==> config.mk <==
export PLATFORM = sky130hd
export DESIGN_NAME = stage_sequencer
export DESIGN_NICKNAME = d
export VERILOG_FILES = /design/src/rtl/stage_sequencer.sv
export SDC_FILE = /design/constraint.sdc
export NUM_CORES = 1
export LEC_CHECK = 0
export ABC_AREA = 1
export BUFFER_PORTS_ARGS = -buffer_cell sky130_fd_sc_hd__buf_2
export CAP_MARGIN = 20
export CORE_UTILIZATION = 40
export DETAILED_ROUTE_END_ITERATION = 8
export PLACE_DENSITY = 0.71
export RECOVER_POWER = 25
export SKIP_CTS_REPAIR_TIMING = 1
export SLEW_MARGIN = 30
export SYNTH_ARGS = -nofsm -noshare
export SYNTH_HDL_FRONTEND = slang
export SYNTH_SLANG_ARGS = --single-unit
==> constraint.sdc <==
create_clock -name clk -period 3.7 [get_ports clk]
set_input_delay 0.185 -clock clk [delete_from_list [all_inputs] [get_ports clk]]
set_output_delay 0.185 -clock clk [all_outputs]
set_load 0.05 [all_outputs]
==> src/rtl/stage_sequencer.sv <==
// Multi-cycle stage sequencer: walks a one-hot stage vector, skips unused stages,
// maps faults to trap causes, handles interrupt/trap entry, debug halt and counters.
module stage_sequencer #(
  parameter int NUM_STAGES   = 7,
  parameter int FETCH_STAGE  = 1,
  parameter int DECODE_STAGE = 2,
  parameter int CNT_W        = 32
) (
  input  logic                  clk,
  input  logic                  reset_n,
  input  logic [NUM_STAGES-1:0] stage_done,
  input  logic [NUM_STAGES-1:0] stage_skip,
  input  logic                  op_fault,
  input  logic                  addr_fault,
  input  logic                  access_fault,
  input  logic                  is_store,
  input  logic                  ext_int_pending,
  input  logic                  sw_int_pending,
  input  logic                  halt_req,
  output logic [NUM_STAGES-1:0] stage_active,
  output logic [1:0]            control_op,
  output logic [2:0]            fault_num,
  output logic                  halted,
  output logic                  double_fault,
  output logic [CNT_W-1:0]      cycle_count,
  output logic [CNT_W-1:0]      retired_count
);

  localparam logic [1:0] OP_TRAP = 2'b00;
  localparam logic [1:0] OP_EXT  = 2'b01;
  localparam logic [1:0] OP_SW   = 2'b10;
  localparam logic [1:0] OP_NORM = 2'b11;

  localparam logic [NUM_STAGES-1:0] CTRL_OH  = NUM_STAGES'(1);
  localparam logic [NUM_STAGES-1:0] FETCH_OH = NUM_STAGES'(1) << FETCH_STAGE;
  localparam logic [CNT_W-1:0]      CNT_ONE  = CNT_W'(1);

  logic [NUM_STAGES-1:0] stage_q, stage_d;
  logic [NUM_STAGES-1:0] skip_q, skip_d;
  logic [1:0]            op_q, op_d;
  logic [2:0]            fault_q, fault_d;
  logic                  halted_q, halted_d;
  logic                  dfault_q, dfault_d;
  logic                  trap_q, trap_d;
  logic [CNT_W-1:0]      cyc_q, cyc_d;
  logic [CNT_W-1:0]      ret_q, ret_d;

  logic                  in_ctrl, in_fetch, in_dec, in_wb;
  logic                  done, fault_any;
  logic [2:0]            cause;
  logic [NUM_STAGES-1:0] skip_src;
  logic [NUM_STAGES-1:0] nxt;

  assign in_ctrl   = stage_q[0];
  assign in_fetch  = stage_q[FETCH_STAGE];
  assign in_dec    = stage_q[DECODE_STAGE];
  assign in_wb     = stage_q[NUM_STAGES-1];
  assign done      = |(stage_done & stage_q);
  assign fault_any = (|stage_q) && !in_ctrl && (op_fault || addr_fault || access_fault);
  // Leaving DECODE must already see the mask being captured on that same edge.
  assign skip_src  = in_dec ? stage_skip : skip_q;

  always_comb begin
    cause = 3'd0;
    if (in_fetch) begin
      if (addr_fault)        cause = 3'd0;
      else if (access_fault) cause = 3'd1;
      else                   cause = 3'd2;
    end else begin
      if (op_fault)          cause = 3'd2;
      else if (addr_fault)   cause = is_store ? 3'd6 : 3'd4;
      else                   cause = is_store ? 3'd7 : 3'd5;
    end
  end

  // Lowest later stage not skipped; only stages strictly between DECODE and WRITE_BACK may skip.
  always_comb begin
    int unsigned cur_idx;
    logic        found;
    cur_idx = 0;
    found   = 1'b0;
    nxt     = '0;
    for (int unsigned i = 0; i < NUM_STAGES; i++) begin
      if (stage_q[i]) cur_idx = i;
    end
    for (int unsigned i = 0; i < NUM_STAGES; i++) begin
      if (!found && i > cur_idx &&
          !(skip_src[i] && i > DECODE_STAGE && i < NUM_STAGES - 1)) begin
        nxt[i] = 1'b1;
        found  = 1'b1;
      end
    end
    if (in_wb) nxt = CTRL_OH;
  end

  always_comb begin
    stage_d  = stage_q;
    skip_d   = skip_q;
    op_d     = op_q;
    fault_d  = fault_q;
    halted_d = halted_q;
    dfault_d = dfault_q;
    trap_d   = trap_q;
    ret_d    = ret_q;
    cyc_d    = halted_q ? cyc_q : cyc_q + CNT_ONE;
    if (dfault_q) begin
      stage_d = '0;
    end else if (halted_q) begin
      if (!halt_req) begin
        halted_d = 1'b0;
        stage_d  = CTRL_OH;
      end
    end else if (in_ctrl) begin
      if (halt_req) begin
        halted_d = 1'b1;
        stage_d  = '0;
      end else begin
        if (trap_q) begin
          op_d   = OP_TRAP;
          trap_d = 1'b0;
        end else if (ext_int_pending) op_d = OP_EXT;
        else if (sw_int_pending)      op_d = OP_SW;
        else                          op_d = OP_NORM;
        stage_d = FETCH_OH;
      end
    end else if (fault_any) begin
      fault_d = cause;
      if (op_q == OP_NORM) begin
        trap_d  = 1'b1;
        stage_d = CTRL_OH;
      end else begin
        dfault_d = 1'b1;
        halted_d = 1'b1;
        stage_d  = '0;
      end
    end else if (done) begin
      if (in_dec) skip_d = stage_skip;
      if (in_wb && op_q == OP_NORM) ret_d = ret_q + CNT_ONE;
      stage_d = nxt;
    end
  end

  always_ff @(posedge clk or negedge reset_n) begin
    if (!reset_n) begin
      stage_q  <= CTRL_OH;
      skip_q   <= '0;
      op_q     <= OP_NORM;
      fault_q  <= '0;
      halted_q <= 1'b0;
      dfault_q <= 1'b0;
      trap_q   <= 1'b0;
      cyc_q    <= '0;
      ret_q    <= '0;
    end else begin
      stage_q  <= stage_d;
      skip_q   <= skip_d;
      op_q     <= op_d;
      fault_q  <= fault_d;
      halted_q <= halted_d;
      dfault_q <= dfault_d;
      trap_q   <= trap_d;
      cyc_q    <= cyc_d;
      ret_q    <= ret_d;
    end
  end

  assign stage_active  = stage_q;
  assign control_op    = op_q;
  assign fault_num     = fault_q;
  assign halted        = halted_q;
  assign double_fault  = dfault_q;
  assign cycle_count   = cyc_q;
  assign retired_count = ret_q;

endmodule

==> out/qor.log, run 1 <==
qor: timing.timing_max_transition_violations_final 0
qor: setup_path.worst-endpoint-arrival 2.31 ns
qor: timing.clock.fmax 481 MHz
qor: yosys.postSynthCellCount 729
qor: detailed_routing.antenna_left 0
qor: timing.fin_crit_sh 56.2%
qor: hold_path.hold_path.startpoint addr_fault
qor: power.power.switching 0.000381 W
qor: timing.worst_pin_slew 1.39 ns
qor: layout.layout.cells.most_common nand2_1
qor: yosys.synth_nets 754
qor: power.clkPwrFrac 47.9%
qor: clock_tree.cts_made_buffers 9
qor: global_routing.grt-ovfl-total 0
qor: layout.filler_cell_count 1,254
qor: clock_tree.clock_tree.root_cell clkbuf_16
qor: timing.timing.final.setup_violations 0
qor: power.finalPower 0.00180 W
qor: clock_tree.cts_tree yes
qor: setup_path.worstReg2RegEnd retired_count[30]$_DFFE_PN0P_
qor: yosys.synth.distinct_cells 39
qor: yosys.synth_flop_cell dfrtp_1
qor: yosys.synth_area 0.00500 sq mm
qor: timing.hold_violations 0
qor: setup_path.crit_required 3.93 ns
qor: place.place_congestion 0.946
qor: power.sw_ratio 21.2%
qor: timing.fin_tns_setup 0 ns
qor: detailed_routing.initialDrtViolationCount 263
qor: timing.timing.slew.headroom 7.05%
qor: yosys.yosys_register_bits 82
qor: run_status.run_status complete, no violations
qor: detailed_routing.vias 4,800
qor: yosys.yosys.area_share.simple 40.6%
qor: floorplan.placement_rows 40
qor: power.power_share_of_the_sequential_group 50.0%
qor: clock_tree.clk-insertion-delay-late 0.35 ns
qor: timing.rsz0062_at_grt false
qor: yosys.synth_compound_area_share 4.68%
qor: power.cellLeakagePower 2.99 nW
qor: run.maxCapViolCount 0
qor: layout.most_frequent_cells_in_the_layout nand2_1, nor2_1, buf_2, dfrtp_1, inv_1
qor: floorplan.die-area 0.0130 sq mm
qor: layout.antennaDiodeCount 0
qor: yosys.synth-async-reset-ratio 100%
qor: layout.finish.net_count 854
qor: power.pwr_density_cell 304 mW/mm^2
qor: power.cellInternalPower 0.00142 W
qor: yosys.synth_xor_xnor_area_share 5.60%
qor: detailed_routing.routed_via_density 4.79
qor: clock_tree.clk_buf_depth 2
qor: floorplan.die_boundary_width 114 um
qor: hold_path.hold_depth 4
qor: power.power.ir.vdd_worst 0.187 mV
qor: detailed_routing.wl 12.6 mm
qor: setup_path.critical_path.max_fanout 8
qor: floorplan.initial_core_util 41.3%
qor: layout.area_growth 18.3%
qor: setup_path.worst-r2r-setup-slack 1.62 ns
qor: detailed_routing.drt-wirelength-per-cell 12.6 um
qor: timing.skew 0.00969 ns
qor: floorplan.io-pin-count 101
qor: yosys.number_of_synthesized_flops_with_an_enable_pin 0
qor: place.io_buffer_count 96
qor: detailed_routing.drt_pass1_iterations 5
qor: floorplan.die_height 114 um
qor: detailed_routing.number_of_remaining_drc_errors 0
qor: setup_path.worst-r2r-cell-count 10
qor: global_routing.grt_pass1_wl 21.0 mm
qor: clock_tree.clkSinkCount 82
qor: yosys.post_synth_fa_ha_maj_area_fraction 0.500%
qor: layout.drive_above_1_share 16.2%
qor: yosys.synth-warning-count 0
qor: yosys.yosys-mux-area-fraction 0%
qor: hold_path.holdCritPathClass input pin to flop
qor: setup_path.critPathLaunchType flop
qor: clock_tree.htreeDepth 3
qor: hold_path.endpoint_of_the_worst_hold_path fault_num[0]$_DFFE_PN0P_
qor: place.detailed_place_hpwl 9.38 mm
qor: yosys.share_of_the_yosys_chip_area_belonging_to_registers 41.1%
qor: timing.finalWorstPathRequiredPeriod 2.08 ns
qor: setup_path.critical_path.startpoint retired_count[0]$_DFFE_PN0P_
qor: yosys.synth_top_family_by_area simple AND/OR/NAND/NOR gates
qor: global_routing.grt_antenna_before_repair 0
qor: yosys.synth.avg_cell_area 6.87 sq um
qor: setup_path.cp-end-kind flop
qor: global_routing.grt_use_total 20.8%
qor: floorplan.core_area 0.0121 sq mm
qor: clock_tree.path_clk_slew 0.06 ns
qor: setup_path.r2r_start retired_count[0]$_DFFE_PN0P_
qor: global_routing.first_global_vias 4,458
qor: power.p_comb_share 2.1%
qor: setup_path.setup.worst_path.class flop to flop
qor: layout.multiInputGateArea 0.00257 sq mm
qor: global_routing.grt_start_max_net_pins 55
qor: layout.seq_area 0.00206 sq mm
[worst max-delay path, cell delays in order (launching register included)]
cell     delay [ns]
dfrtp_1        0.48
ha_1           0.27
nand3_1        0.20
nor2_1         0.33
inv_1          0.12
nor2_1         0.28
nand2_1        0.08
nand2_1        0.06
nand2_1        0.04
nand2_1        0.05
nand2_1        0.04
[how the worst max path moves through the flow]
stage / endpoint / depth (start not counted)
finish: retired_count[30]$_DFFE_PN0P_ / 10
global route: retired_count[30]$_DFFE_PN0P_ / 10
CTS: cycle_count[18]$_DFFE_PN0N_ / 8
detailed placement: cycle_count[18]$_DFFE_PN0N_ / 8
global placement: cycle_count[20]$_DFFE_PN0N_ / 8
floorplan: retired_count[30]$_DFFE_PN0P_ / 10
[per-stage QoR]
step	cells	setup slack (ns)	area (sq um)	hold WS (ns)	utilization, %
after CTS	1000	1.58	5910	-0.0851	48.8
final	1002	1.62	5920	0.109	48.9
after global placement	984	1.60	5630	0.291	46.4
after global routing	1002	1.42	5920	0.116	48.9
after detailed placement	984	1.60	5630	0.293	46.4
after floorplan	729	1.68	5000	-0.111	-
[synth_stat cells (2+ instances only)]
cell type	number	share of area (%)
buf_4	4	0.60
inv_1	72	5.4
o31ai_1	2	0.30
nor3_2	2	0.40
nor2_4	2	0.45
o21ai_1	15	1.5
o21a_1	2	0.30
nand3b_1	9	1.3
nand2_2	3	0.38
clkbuf_1	2	0.15
nand4_1	4	0.50
dfrtp_1	79	40
dfstp_2	3	1.6
buf_6	4	0.90
xnor2_1	7	1.2
nor2_1	90	6.7
nor3_1	26	2.6
a21oi_1	6	0.60
nand3_1	28	2.8
nand3_2	3	0.60
nand2_1	304	23
nor2_2	6	0.75
ha_1	2	0.50
inv_2	4	0.30
xor2_1	25	4.4
o21ai_0	12	1.2
[state kept, by name, summed over array words and instances, names as in the netlist, 2 cells and up]
| register | count |
|---|---|
| fault_num | 3 |
| stage_active | 7 |
| skip_q | 3 |
| control_op | 2 |
| cycle_count | 32 |
| retired_count | 32 |
[final cells by class]
cell class / instances / share of cell area (%)
Multi-Input combinational cell: 559 / 43.4
Timing Repair Buffer: 100 / 8.58
Sequential cell: 82 / 34.7
Tap cell: 168 / 3.55
Clock inverter: 2 / 0.169
Inverter: 77 / 4.90
Clock buffer: 14 / 4.63
[metal layers]
| layer | global-route usage (%) | vias to the layer above | share of wire, % |
|---|---|---|---|
| met5 | 0 | - | 0 |
| met4 | 8.74 | 0 | 2.2 |
| met3 | 4.89 | 24 | 4.8 |
| met2 | 34.6 | 132 | 46 |
| met1 | 25.9 | 2169 | 47 |
| li1 | - | 2475 | - |
[cell families (layout without fill, tap and decap cells)]
kind of cell | after synthesis | after routing
AO/OA/AOI/OAI | 42 | 42
AND/OR/NAND/NOR | 483 | 483
buffers and inverters | 88 | 193
adder cells (fa/ha/maj) | 2 | 2
flip-flops | 82 | 82
XOR/XNOR | 32 | 32
[power groups by stage]
| stage | combinational [W] | clock (W) | sequential, W |
|---|---|---|---|
| finish | 0.0000369 | 0.000862 | 0.000899 |
| global route | 0.0000430 | 0.000919 | 0.000899 |
| CTS | 0.0000377 | 0.000892 | 0.000899 |
| detailed placement | 0.0000375 | 0 | 0.000915 |
| global placement | 0.0000371 | 0 | 0.000915 |
| floorplan | 0.00000380 | 0 | 0.000918 |
Note: power is estimated with default switching activity, not from simulation.
==> run 2: changes to the inputs <==
Settings changed: ABC_AREA 1 to 0, PLACE_DENSITY 0.71 to 0.76.
Clock period 3.7 ns to 1.71 ns, I/O delays scaled along.
==> out/qor.log, run 2 <==
qor: detailed_routing.routed_length_on_met2 5.19 mm [-11%]
qor: detailed_routing.initialDrtViolationCount 139 [-47%]
qor: layout.drive_above_1_share 56.2% [+40 points]
qor: place.dpl_cell_area 0.00502 sq mm [-11%]
qor: global_routing.grt-ovfl-total 0 [unchanged]
qor: detailed_routing.met3_wl_post_dr 449 um [-26%]
qor: yosys.synth_top_cells_by_area dfrtp_1, xnor2_1, xor2_1
qor: yosys.post-synth-top-count-cell dfrtp_1
qor: clock_tree.clk_buf_depth 2 [unchanged]
qor: floorplan.initial_core_util 41.5% [+0.19 points]
qor: power.power.ir.vdd_worst 0.880 mV [+370%]
qor: timing.worst_pin_slew 1.12 ns [-0.275 ns]
qor: timing.fin_tns_setup -7.61 ns [-7.61 ns]
qor: yosys.synth.distinct_cells 48 [+23%]
qor: setup_path.worst-r2r-setup-slack -0.31 ns [-1.93 ns]
qor: run_status.run_status complete, but fails checks
qor: yosys.synth_area 0.00385 sq mm [-23%]
qor: power.power_share_of_the_sequential_group 41.7% [-8.3 points]
qor: layout.area_growth 49.5%
qor: setup_path.critical_path.max_fanout 6 [-2]
qor: global_routing.grt_antenna_before_repair 0 [unchanged]
qor: clock_tree.clk-insertion-delay-late 0.34 ns [about the same]
qor: setup_path.worst-endpoint-arrival 2.30 ns [about the same]
qor: detailed_routing.drt-wirelength-per-cell 15.3 um [+22%]
qor: timing.timing.final.setup_violations 51 [+51]
qor: yosys.number_of_synthesized_flops_with_an_enable_pin 0 [unchanged]
qor: power.clkPwrFrac 23.2% [-25 points]
qor: timing.fin_crit_sh 118% [+62 points]
qor: power.sw_ratio 38.0% [+17 points]
qor: global_routing.grt_pass1_wl 15.1 mm [-28%]
qor: detailed_routing.number_of_remaining_drc_errors 0 [unchanged]
qor: power.cellInternalPower 0.00341 W [+140%]
qor: clock_tree.path_clk_slew 0.08 ns [+0.02 ns]
qor: detailed_routing.vias 3,435 [-28%]
qor: setup_path.worst-r2r-cell-count 5 [-5]
qor: global_routing.grt_start_max_net_pins 83 [+51%]
qor: power.cellLeakagePower 2.83 nW [-5.5%]
qor: power.p_comb_share 35.1% [+33 points]
qor: setup_path.worst_setup_path_endpoint stage_active[6]$_DFFE_PN0P_
qor: global_routing.first_global_vias 3,203 [-28%]
qor: detailed_routing.met1_length 4.47 mm [-24%]
qor: floorplan.die-area 0.0100 sq mm [-23%]
qor: timing.finalWorstPathRequiredPeriod 2.02 ns [-0.0587 ns]
qor: place.detailed_place_hpwl 6.73 mm [-28%]
qor: run_status.violations setup timing
qor: clock_tree.htreeDepth 3 [unchanged]
qor: layout.multiInputGateArea 0.00217 sq mm [-16%]
qor: timing.rsz0062_at_grt true
qor: clock_tree.cts_made_buffers 9 [unchanged]
qor: detailed_routing.routed_via_density 5.17 [+7.8%]
qor: detailed_routing.maxUsedRoutingLayer met4
qor: layout.most_frequent_cells_in_the_layout buf_2, buf_4, dfrtp_1, dfrtp_2, xnor2_1
qor: detailed_routing.wl 10.2 mm [-19%]
qor: setup_path.crit_required 1.99 ns [-1.94 ns]
qor: timing.finalHoldWorstSlack 0.0656 ns [-0.0431 ns]
qor: run.maxCapViolCount 0 [unchanged]
qor: layout.layout.cells.most_common buf_2
qor: power.power.switching 0.00209 W [+450%]
qor: yosys.synth_nets 378 [-50%]
qor: layout.design_area 0.00576 sq mm [-2.6%]
qor: setup_path.worstReg2RegEnd stage_active[6]$_DFFE_PN0P_
qor: clock_tree.clock_tree.root_cell clkbuf_8
qor: yosys.yosys_register_bits 82 [unchanged]
qor: detailed_routing.antenna_left 0 [unchanged]
qor: setup_path.cp-end-kind flop
qor: layout.filler_cell_count 764 [-39%]
qor: place.io_buffer_count 96 [unchanged]
qor: timing.hold_violations 0 [unchanged]
qor: yosys.synth_flop_cell dfrtp_1
qor: timing.timing.slew.headroom 25.4% [+18 points]
qor: timing.fin_ws -0.312 ns [-1.93 ns]
qor: floorplan.die_boundary_width 100 um [-12%]
qor: global_routing.grt_use_total 18.9% [-1.8 points]
qor: floorplan.die_height 100 um [-12%]
qor: layout.seq_area 0.00209 sq mm [+1.9%]
qor: yosys.postSynthCellCount 353 [-52%]
qor: place.place_congestion 0.838 [-11%]
qor: layout.finish.net_count 556 [-35%]
qor: setup_path.critical_path.startpoint stage_active[4]$_DFFE_PN0P_
qor: yosys.synth-async-reset-ratio 100% [unchanged]
qor: clock_tree.cts_tree yes
qor: timing.skew 0.0122 ns [+0.00253 ns]
qor: timing.clock.fmax 495 MHz [+2.9%]
qor: yosys.synth_top_area_cell dfrtp_1
qor: floorplan.io-pin-count 101 [unchanged]
qor: setup_path.r2r_start stage_active[4]$_DFFE_PN0P_
qor: yosys.synth.avg_cell_area 10.9 sq um [+59%]
qor: setup_path.setup.worst_path.class flop to flop
qor: detailed_routing.drt_pass1_iterations 5 [unchanged]
qor: floorplan.placement_rows 35 [-13%]
qor: layout.antennaDiodeCount 0 [unchanged]
qor: yosys.share_of_the_yosys_chip_area_belonging_to_registers 53.3% [+12 points]
qor: yosys.synth.cells.most_frequent dfrtp_1, nor2_1, xnor2_1, nand2_1, xor2_1
qor: setup_path.critPathLaunchType flop
qor: power.pwr_density_cell 956 mW/mm^2 [+210%]
qor: floorplan.core_area 0.00928 sq mm [-23%]
qor: yosys.synth-warning-count 0 [unchanged]
qor: yosys.yosysTopAreaCellShare 51.3% [+12 points]
qor: timing.timing_max_transition_violations_final 0 [unchanged]
qor: clock_tree.clkSinkCount 82 [unchanged]
qor: hold_path.holdCritPathClass input pin to flop
[run 2: changes by cell type in the layout (fill, tap and decap cells not counted), sizes merged, moves of 9 or more]
cell,before,now
nor2,98,35
buf,91,167
nand4,5,20
nor4,0,10
mux2,0,9
nand3b,9,0
inv,76,13
xnor2,7,35
nand2,308,27
nand3,32,18
nor3,28,13
o21ai,28,7
[run 2: stage by stage]
step	power [W]	std cells	setup WS, ns	utilization (%)
floorplan	0.00352	353	-0.269	-
global placement	0.00410	633	-0.173	54.1
detailed placement	0.00415	633	-0.268	54.1
CTS	0.00542	649	-0.277	56.0
global route	0.00577	665	-0.332	62.1
finish	0.00551	665	-0.312	62.1
[run 2: cell families after synthesis]
group / count (synthesis) / synth area share [%]
AOI/OAI and AO/OA: 33 / 6.82
muxes: 9 / 2.63
adders and majority gates: 2 / 0.649
DFF: 82 / 53.3
buffers and inverters: 18 / 1.98
and+or+nand+nor: 147 / 20.5
xor gates and xnor gates: 62 / 14.1
[run 2: metal layers]
metal	vias to the layer above	track usage [%]
li1	1602	-
met2	105	30.5
met4	0	5.24
met5	-	0
met1	1718	25.5
met3	10	4.81
[run 2: layout make-up]
class,count,share of cell area (%)
clock inverter,4,0.456
sequential,82,36.3
inverter,12,0.782
tap,129,2.80
timing repair buffer,173,19.5
clock buffer,12,2.52
multi-input combinational,253,37.6
[run 2: worst min path at each step]
| stage | startpoint | end | slack (ns) | depth (start not counted) |
|---|---|---|---|---|
| after floorplan | reset_n | cycle_count[0]$_DFFE_PN0N_ | -0.21 | 0 |
| after global placement | reset_n | cycle_count[14]$_DFFE_PN0N_ | 0.15 | 2 |
| after detailed placement | reset_n | cycle_count[14]$_DFFE_PN0N_ | 0.15 | 2 |
| after CTS | reset_n | cycle_count[14]$_DFFE_PN0N_ | -0.22 | 2 |
| after global routing | is_store | fault_num[1]$_DFFE_PN0P_ | 0.06 | 3 |
| final | is_store | fault_num[1]$_DFFE_PN0P_ | 0.07 | 3 |
[run 2: power groups by stage]
stage	clock [W]	sequential [W]	combinational, W
after floorplan	0	0.00297	0.000556
after global placement	0	0.00232	0.00178
after detailed placement	0	0.00233	0.00181
after CTS	0.00131	0.00230	0.00182
after global routing	0.00140	0.00232	0.00206
final	0.00128	0.00230	0.00193
[run 2: critical path, stage by stage (launching register included)]
cell and delay, ns:
dfrtp_2 0.41, a222oi_1 0.46, o211ai_1 0.25, or3b_4 0.44, a21oi_4 0.22, a22o_2 0.18
